<file path="config.mk">
export PLATFORM = sky130hd
export DESIGN_NAME = fp16_to_fixed
export DESIGN_NICKNAME = d
export VERILOG_FILES = /design/src/rtl/fp16_pkg.sv /design/src/rtl/fp16_fix_rounder.sv /design/src/rtl/fp16_to_fixed.sv
export SDC_FILE = /design/constraint.sdc
export NUM_CORES = 1
export LEC_CHECK = 0
export CAP_MARGIN = 15
export CORE_MARGIN = 1.5
export CORE_UTILIZATION = 38
export DETAILED_ROUTE_END_ITERATION = 8
export SLEW_MARGIN = 20
export SYNTH_ARGS = -nofsm -noshare
export SYNTH_HDL_FRONTEND = slang
export SYNTH_SLANG_ARGS = --single-unit
</file>
<file path="constraint.sdc">
create_clock -name clk_i -period 12.3 [get_ports clk_i]
set_input_delay 1.23 -clock clk_i [delete_from_list [all_inputs] [get_ports clk_i]]
set_output_delay 1.23 -clock clk_i [all_outputs]
set_load 0.02 [all_outputs]
</file>
<file path="src/rtl/fp16_pkg.sv">
// fp16_pkg: shared FP16 field constants, decoder FSM states and the operand field layout.
package fp16_pkg;
  localparam int EXP_W = 5;
  localparam int MANT_W = 10;
  localparam int EXP_BIAS = 15;
  localparam logic [EXP_W-1:0] EXP_MAX = 5'b11111;
  typedef enum logic [1:0] {IDLE, SHIFT, ROUND, DONE} state_t;
  typedef struct packed {
    logic sign;
    logic [EXP_W-1:0] exp;
    logic [MANT_W-1:0] mant;
  } fp16_t;
endpackage

</file>
<file path="src/rtl/fp16_fix_rounder.sv">
// fp16_fix_rounder: round-to-nearest-even, sign apply and saturation of an aligned magnitude.
module fp16_fix_rounder #(
  parameter int OUT_W = 24
) (
  input  logic [OUT_W-1:0] mag,
  input  logic             guard,
  input  logic             sticky,
  input  logic             sign,
  output logic [OUT_W-1:0] fix,
  output logic             ovf,
  output logic             inexact
);
  logic [OUT_W:0] rnd;
  logic [OUT_W:0] lim;
  assign rnd = {1'b0, mag} + (OUT_W+1)'(guard & (sticky | mag[0]));
  // Negative range reaches one step further than positive.
  assign lim = {2'b01, {(OUT_W-1){1'b0}}} - (OUT_W+1)'(!sign);
  assign ovf = rnd > lim;
  assign inexact = guard | sticky;
  assign fix = ovf ? (sign ? {1'b1, {(OUT_W-1){1'b0}}} : {1'b0, {(OUT_W-1){1'b1}}})
                   : (sign ? -rnd[OUT_W-1:0] : rnd[OUT_W-1:0]);
endmodule

</file>
<file path="src/rtl/fp16_to_fixed.sv">
// fp16_to_fixed: FP16 to signed Q(INT_W.FRAC_W) decoder with valid/ready handshakes.
// Define FP16_FIX_FASTSHIFT_EN for a single-cycle barrel alignment instead of the serial shifter.
module fp16_to_fixed
  import fp16_pkg::*;
#(
  parameter int INT_W = 16,
  parameter int FRAC_W = 8,
  localparam int OUT_W = INT_W + FRAC_W
) (
  input  logic             clk_i,
  input  logic             rst_n_i,
  input  logic [15:0]      fp_i,
  input  logic             in_valid_i,
  output logic             in_ready_o,
  output logic [OUT_W-1:0] fix_o,
  output logic             ovf_o,
  output logic             inexact_o,
  output logic             out_valid_o,
  input  logic             out_ready_i
);
  fp16_t f;
  state_t state;
  logic sign, left, guard, sticky, sat;
  logic [OUT_W-1:0] mag;
  logic [4:0] cnt;
  logic [EXP_W-1:0] e_eff;
  logic [6:0] k, abs_k;
  logic [OUT_W-1:0] r_fix;
  logic r_ovf, r_inexact;
  assign f = fp_i;
  assign e_eff = f.exp == '0 ? EXP_W'(1) : f.exp;
  assign k = 7'(e_eff) - 7'(EXP_BIAS + MANT_W - FRAC_W);
  assign abs_k = k[6] ? 7'(-k) : k;
  assign in_ready_o = state == IDLE;
`ifdef FP16_FIX_FASTSHIFT_EN
  logic [OUT_W+MANT_W:0] ext;
  logic [OUT_W-1:0] mask, disc, f_mag;
  logic f_guard, f_sticky, f_ovf;
  always_comb begin
    ext = {{OUT_W{1'b0}}, mag[MANT_W:0]} << cnt;
    mask = (OUT_W'(1) << cnt) - OUT_W'(1);
    disc = mag & mask;
    f_mag = left ? ext[OUT_W-1:0] : mag >> cnt;
    f_guard = !left & (|(disc >> (cnt - 5'd1)));
    f_sticky = !left & (|(disc & (mask >> 1)));
    f_ovf = left & (|ext[OUT_W+MANT_W:OUT_W]);
  end
`endif
  fp16_fix_rounder #(.OUT_W(OUT_W)) u_rounder (
    .mag(sat ? {OUT_W{1'b1}} : mag),
    .guard(guard),
    .sticky(sticky),
    .sign(sign),
    .fix(r_fix),
    .ovf(r_ovf),
    .inexact(r_inexact)
  );
  always_ff @(posedge clk_i) begin
    if (!rst_n_i) begin
      state <= IDLE;
      sign <= 1'b0;
      left <= 1'b0;
      guard <= 1'b0;
      sticky <= 1'b0;
      sat <= 1'b0;
      mag <= '0;
      cnt <= '0;
      fix_o <= '0;
      ovf_o <= 1'b0;
      inexact_o <= 1'b0;
      out_valid_o <= 1'b0;
    end else begin
      case (state)
        IDLE: if (in_valid_i) begin
          sign <= f.sign;
          mag <= OUT_W'({f.exp != '0, f.mant});
          left <= !k[6];
          cnt <= (k[6] && abs_k > 7'd12) ? 5'd12 : abs_k[4:0];
          guard <= 1'b0;
          sticky <= 1'b0;
          sat <= f.exp == EXP_MAX;
          state <= f.exp == EXP_MAX ? ROUND : SHIFT;
        end
        SHIFT: begin
`ifdef FP16_FIX_FASTSHIFT_EN
          mag <= f_mag;
          guard <= f_guard;
          sticky <= f_sticky;
          sat <= sat | f_ovf;
          state <= ROUND;
`else
          if (cnt != '0) begin
            cnt <= cnt - 5'd1;
            if (left) begin
              sat <= sat | mag[OUT_W-1];
              mag <= mag << 1;
            end else begin
              sticky <= sticky | guard;
              guard <= mag[0];
              mag <= mag >> 1;
            end
          end else state <= ROUND;
`endif
        end
        ROUND: begin
          fix_o <= r_fix;
          ovf_o <= r_ovf;
          inexact_o <= r_inexact;
          out_valid_o <= 1'b1;
          state <= DONE;
        end
        DONE: if (out_ready_i) begin
          out_valid_o <= 1'b0;
          state <= IDLE;
        end
        default: state <= IDLE;
      endcase
    end
  end
endmodule

</file>
* Yosys cells after proc, flatten, opt, wreduce, memory -nomap -nowiden
Cells that the tools add are included.
W data, S select, Z words.
** Operators by class
- Bitwise operators :: 4
- Mux-type cells :: 32
- Order comparisons :: 2
- Reductions and logical operators :: 15
- Equal/unequal tests :: 10
- Add/sub/neg operators :: 6
** Operator list (count)
- $mux W24 :: 7
- $pmux W24 S2 :: 1
- $add A24 B25 Y25 :: 1
- $and A1 B25 Y25 :: 1
- $gt A25 B25 Y1 :: 1
- $sub A24 B1 Y25 const A :: 1
- $neg A24 Y24 :: 1
- $mux W5 :: 4
- $ne A2 B2 Y1 const B :: 6
- $pmux W5 S2 :: 1
- $reduce_bool A5 Y1 :: 2
- $mux W1 :: 9
- $mux W2 :: 4
- $pmux W1 S2 :: 4
- $pmux W2 S4 :: 1
- $reduce_and A4 Y1 :: 2
- $gt A7 B4 Y1 const B :: 1
- $mux W7 :: 1
- $neg A7 Y7 :: 1
- $reduce_and A3 Y1 :: 2
- $sub A5 B5 Y6 const B :: 1
- $eq A5 B5 Y1 const B :: 1
- $logic_not A5 Y1 :: 1
- $sub A5 B1 Y5 const B :: 1
- other kinds (8) :: 14
** Word-level totals
- Output and inout port bits :: 28
- Flip-flop bits (word level) :: 63

* Depth between registers and ports, before layout
- Depth after elaboration :: 10
- Depth in mapped cells :: 24

* Cells and area by module
A second synthesis with hierarchy kept.
** Unflattened totals
- Cell total of the unflattened synthesis :: 747
- Area total of the unflattened synthesis :: 5890.6 sq um
** Modules (own cells, without submodules)
- fp16_to_fixed :: cells each 386, times used 1, area an instance 3417.0 sq um
- fp16_fix_rounder :: cells each 361, times used 1, area an instance 2473.6 sq um

* Worst setup path after synthesis
Ideal clock, no wire load.
- Path type :: register to register
- From :: register sat
- To :: register fix_o[12]
- Setup slack :: 7.382 ns
- Data required time :: 12.183 ns
- Cell stages (with the launch flop) :: 23
- Setup time :: 0.117 ns
- Data arrival time :: 4.801 ns
- Cells stage by stage :: dfxtp_1 -> buf_4 -> buf_8 -> clkbuf_1 -> clkbuf_1 -> or2_2 -> o21a_1 -> ha_1 -> ha_1 -> clkbuf_1 -> nand3_2 -> or4_1 -> o211ai_1 -> inv_1 -> ha_1 -> nand4_1 -> nor4_1 -> a21boi_0 -> a2111oi_0 -> o21ai_1 -> clkbuf_1 -> o21ai_0 -> a22o_1
** Between the ends
- Word-level cells in the longest chain between the ends :: 7
- Elaborated cells on any way between the ends :: 8
- Classes of those cells :: 2 x add/sub; 1 x order compare; 3 x mux; 2 x bitwise
** RTL lines
- start, declared :: RTL line fp16_to_fixed.sv:23 : logic sign, left, guard, sticky, sat;
- start signal, assigned :: RTL line fp16_to_fixed.sv:95 : sat <= sat | mag[OUT_W-1];
- $mux W24 * :: RTL line fp16_to_fixed.sv:50 : .mag(sat ? {OUT_W{1'b1}} : mag),
- $or A1 B1 Y1 :: RTL line fp16_fix_rounder.sv:15 : assign rnd = {1'b0, mag} + (OUT_W+1)'(guard & (sticky | mag[0]));
- $and A1 B25 Y25 :: RTL line fp16_fix_rounder.sv:15
- $add A24 B25 Y25 * :: RTL line fp16_fix_rounder.sv:15
- $neg A24 Y24 :: RTL line fp16_fix_rounder.sv:21 : : (sign ? -rnd[OUT_W-1:0] : rnd[OUT_W-1:0]);
- $mux W24 :: RTL line fp16_fix_rounder.sv:21
- $mux W24 * :: RTL line fp16_fix_rounder.sv:20 : assign fix = ovf ? (sign ? {1'b1, {(OUT_W-1){1'b0}}} : {1'b0, {(OUT_W-1){1'b1}}})
- end signal, assigned :: RTL line fp16_to_fixed.sv:106 : fix_o <= r_fix;
- end, declared :: RTL line fp16_to_fixed.sv:15 : output logic [OUT_W-1:0] fix_o,
Every way passes the cells marked *; elsewhere a longest branch is shown, timed or not.
A chain may end at the register's enable or synchronous reset.

* Final worst setup path
- From :: register mag[0]
- To :: register fix_o[20]
** Between the ends
- Word-level cells in the longest chain between the ends :: 7
- Elaborated cells on any way between the ends :: 8
- Classes of those cells :: 2 x add/sub; 1 x order compare; 3 x mux; 2 x bitwise
** RTL lines
- start, declared :: RTL line fp16_to_fixed.sv:24 : logic [OUT_W-1:0] mag;
- start signal, assigned :: RTL line fp16_to_fixed.sv:76 : mag <= OUT_W'({f.exp != '0, f.mant});
- start signal, assigned :: RTL line fp16_to_fixed.sv:96 : mag <= mag << 1;
- start signal, assigned :: RTL line fp16_to_fixed.sv:100 : mag <= mag >> 1;
- $mux W24 * :: RTL line fp16_to_fixed.sv:50
- $or A1 B1 Y1 :: RTL line fp16_fix_rounder.sv:15
- $and A1 B25 Y25 :: RTL line fp16_fix_rounder.sv:15
- $add A24 B25 Y25 * :: RTL line fp16_fix_rounder.sv:15
- $neg A24 Y24 :: RTL line fp16_fix_rounder.sv:21
- $mux W24 :: RTL line fp16_fix_rounder.sv:21
- $mux W24 * :: RTL line fp16_fix_rounder.sv:20
Marked as above.

==> summary.txt <==
Run status
  • Status: completed

Clock network
  • Hold buffer count at cts: 0
  • H-Tree Depth: 3
  • Clk buf depth: 2
  • CTS resizes: 0
  • Clock transition at path regs: 0.05 ns
  • CTS tree: done
  • Clock insertion delay at the later pin of the skew report: 0.34 ns
  • CTS Sinks: 63
  • Root buffer cell: clkbuf_16
  • Post-CTS setup buffers: 0
  • Total CTS buffers: 9

Placed design
  • I/O Buffers: 47
  • Placed instance area: 0.00596 mm²
  • Post-DP HPWL: 10.8 mm
  • Placer Congestion: 0.868

Layout
  • Commonest non-fill, non-tap cell in the layout: nand2_1
  • Final instance area: 0.00627 mm²
  • Fillers: 1,396
  • Layout cell share with drive strength beyond 1: 9.86%
  • Synth-to-Final Area Change: 14.4%
  • Most frequent cells in the layout: nand2_1, dfxtp_1, a21oi_1
  • Ant. Diodes: 0
  • Final nets: 782

Route
  • Vias: 5,333
  • Vias/cell: 5.86
  • Mean routed wirelength per cell: 16.3 µm
  • Drt initial violations: 339
  • Wire length after detailed routing: 14.9 mm
  • DRC: 0
  • Routed Antenna Nets: 0
  • 1st-pass router iterations: 5

Power and ir drop
  • Combinational share of power: 54.4%
  • P_int: 726 µW
  • Clk pwr share: 19.9%
  • Sequential share of power: 25.7%
  • Worst VDD drop: 0.186 mV
  • Total Power: 1.35 mW
  • Pleak: 2.49 nW
  • Pwr dens: 216 mW/mm²
  • Psw: 627 µW
  • Sw Share: 46.3%

Die
  • Row cnt: 43
  • Top-level I/O count: 48
  • CORE AREA: 0.0140 mm²
  • Die Y: 123 µm
  • Die area: 0.0151 mm²
  • Die Width: 123 µm
  • Initial Util: 39.2%

Worst setup path
  • CP endpoint kind: flip-flop
  • CP Max Fanout: 43
  • Setup CP Type: flip-flop to flip-flop
  • CP startpoint kind: flip-flop
  • Worst endpoint required time: 12.55 ns
  • CP arrival: 5.59 ns

Global route
  • Number of global-route vias before repair: 5,085
  • First-pass GRT wire length: 24.9 mm
  • Total GRT Usage: 20.6%
  • Initial antenna violation count: 0
  • Pin count of the biggest net entering global routing: 50
  • Total gr overflow: 0

Run
  • Max-capacitance violation count: 0

Synth
  • Distinct cells, synth: 90
  • Ys async rst share: 0%
  • Syn Area/Cell: 7.67 µm²
  • Synth warnings: 0
  • Sequential-to-total area share from yosys stat: 23.0%
  • Syn Inst Count: 714
  • Top FF cell, synth: dfxtp_1
  • Syn_nets: 771
  • Post-Syn Area: 0.00548 mm²
  • Number of synthesized flops with an enable pin: 0
  • #FFs+latches synth: 63

STA
  • Final Skew: 0.00717 ns
  • Final Cycle Share: 43.4%
  • Setup TNS: 0 ns
  • Final Max Slew Viols: 0
  • Fin. Hold Viols: 0
  • Least-Margin Pin Slew: 1.04 ns
  • RSZ-0062 raised after global routing: no
  • Worst slew margin: 30.8%
  • Final min period: 5.34 ns
  • Fmax: 187 MHz
  • # setup viols final: 0

Hold path
  • Worst Hold Class: flip-flop to flip-flop
[per-stage QoR]
step           util (%)  setup slack, ns  std cells  hold WS [ns]
3_5_place_dp       42.6             7.02        894         0.467
4_1_cts            44.8             7.01        910         0.475
3_3_place_gp       42.6             7.29        894         0.463
6_report           44.8             6.96        910         0.469
2_1_floorplan         -             7.38        714         0.458
5_1_grt            44.8             6.44        910         0.492
[final cells by class]
class | instances | area, µm² | area share [%]
Multi-Input combinational cell | 562 | 3810 | 60.9
Sequential cell | 63 | 1260 | 20.1
Timing Repair Buffer | 55 | 531 | 8.47
Clock buffer | 12 | 236 | 3.77
Tap cell | 180 | 225 | 3.59
Inverter | 34 | 128 | 2.04
Clock inverter | 4 | 70.1 | 1.12
[per-layer routing]
metal	GRT usage (%)	routed length [µm]	share of wire, %	vias up
met4	7.54	312	2.1	0
met2	34.2	7050	47	108
met5	0	0	0	-
met1	26.4	6890	46	2534
met3	4.20	606	4.1	19
li1	-	-	-	2672
[kinds of logic after synthesis]
group	after synthesis	share of synthesized area [%]
AO/OA/AOI/OAI	225	28.0
XOR/XNOR	7	1.12
adder cells (fa/ha/maj)	37	8.45
buffers and inverters	89	7.47
flip-flops	63	23.0
multiplexers	31	5.96
AND/OR/NAND/NOR	262	25.9
[flip-flops by register name, summed over array words and instances, names as in the netlist]
name / flops
out_valid_o: 1
cnt: 5
sat: 1
inexact_o: 1
left: 1
state: 2
fix_o: 24
mag: 24
sign: 1
ovf_o: 1
sticky: 1
guard: 1
[cells in the mapped netlist, drive strengths merged, types with 6 or more instances]
master,number,area share (%)
nand2,80,5.5
dfxtp,63,23
a21oi,60,5.6
nor2,56,3.8
o21ai,50,4.6
ha,37,8.5
inv,34,2.3
clkbuf,32,2.3
nand3,29,2.9
buf,23,2.9
mux2i,18,3.3
nand4,17,2.6
o211ai,17,2.3
and3,16,1.9
nor3,15,1.7
mux2,13,2.7
a21o,11,1.5
a31oi,11,1.3
nand2b,8,0.91
nor4,8,1.5
a311oi,7,1.2
a211oi,6,0.82
a221oi,6,1.5
a22oi,6,0.82
[final timing paths]
check | from | endpoint | slack (ns) | cells after the start
min | fix_o[2] | fix_o[2] | 0.47 | 2
max reg2reg | mag[0] | fix_o[20] | 6.96 | 18
min reg2reg | fix_o[2] | fix_o[2] | 0.47 | 2
max | mag[0] | fix_o[20] | 6.96 | 18
[critical path, stage by stage (launching register included)]
cell and delay, ns:
dfxtp_1 0.36, or2_2 0.14, o21a_1 0.10, ha_1 0.56, ha_1 0.49, nand3_2 0.23
or4_1 0.49, o211ai_1 0.30, inv_1 0.13, ha_1 0.31, nand4_1 0.14, nor4_1 0.44
a21boi_0 0.25, a2111oi_0 0.12, o21ai_2 0.15, buf_4 0.35, nand2b_1 0.28, o211ai_1 0.11
a221oi_1 0.30
[power by group through the flow]
stage | Clock [mW] | Sequential, mW | Combinational [mW]
finish | 0.269 | 0.348 | 0.736
detailed placement | 0 | 0.350 | 0.731
CTS | 0.274 | 0.347 | 0.733
global route | 0.283 | 0.357 | 0.823
global placement | 0 | 0.347 | 0.719
floorplan | 0 | 0.344 | 0.541
Power figures use the tool's default switching activity.
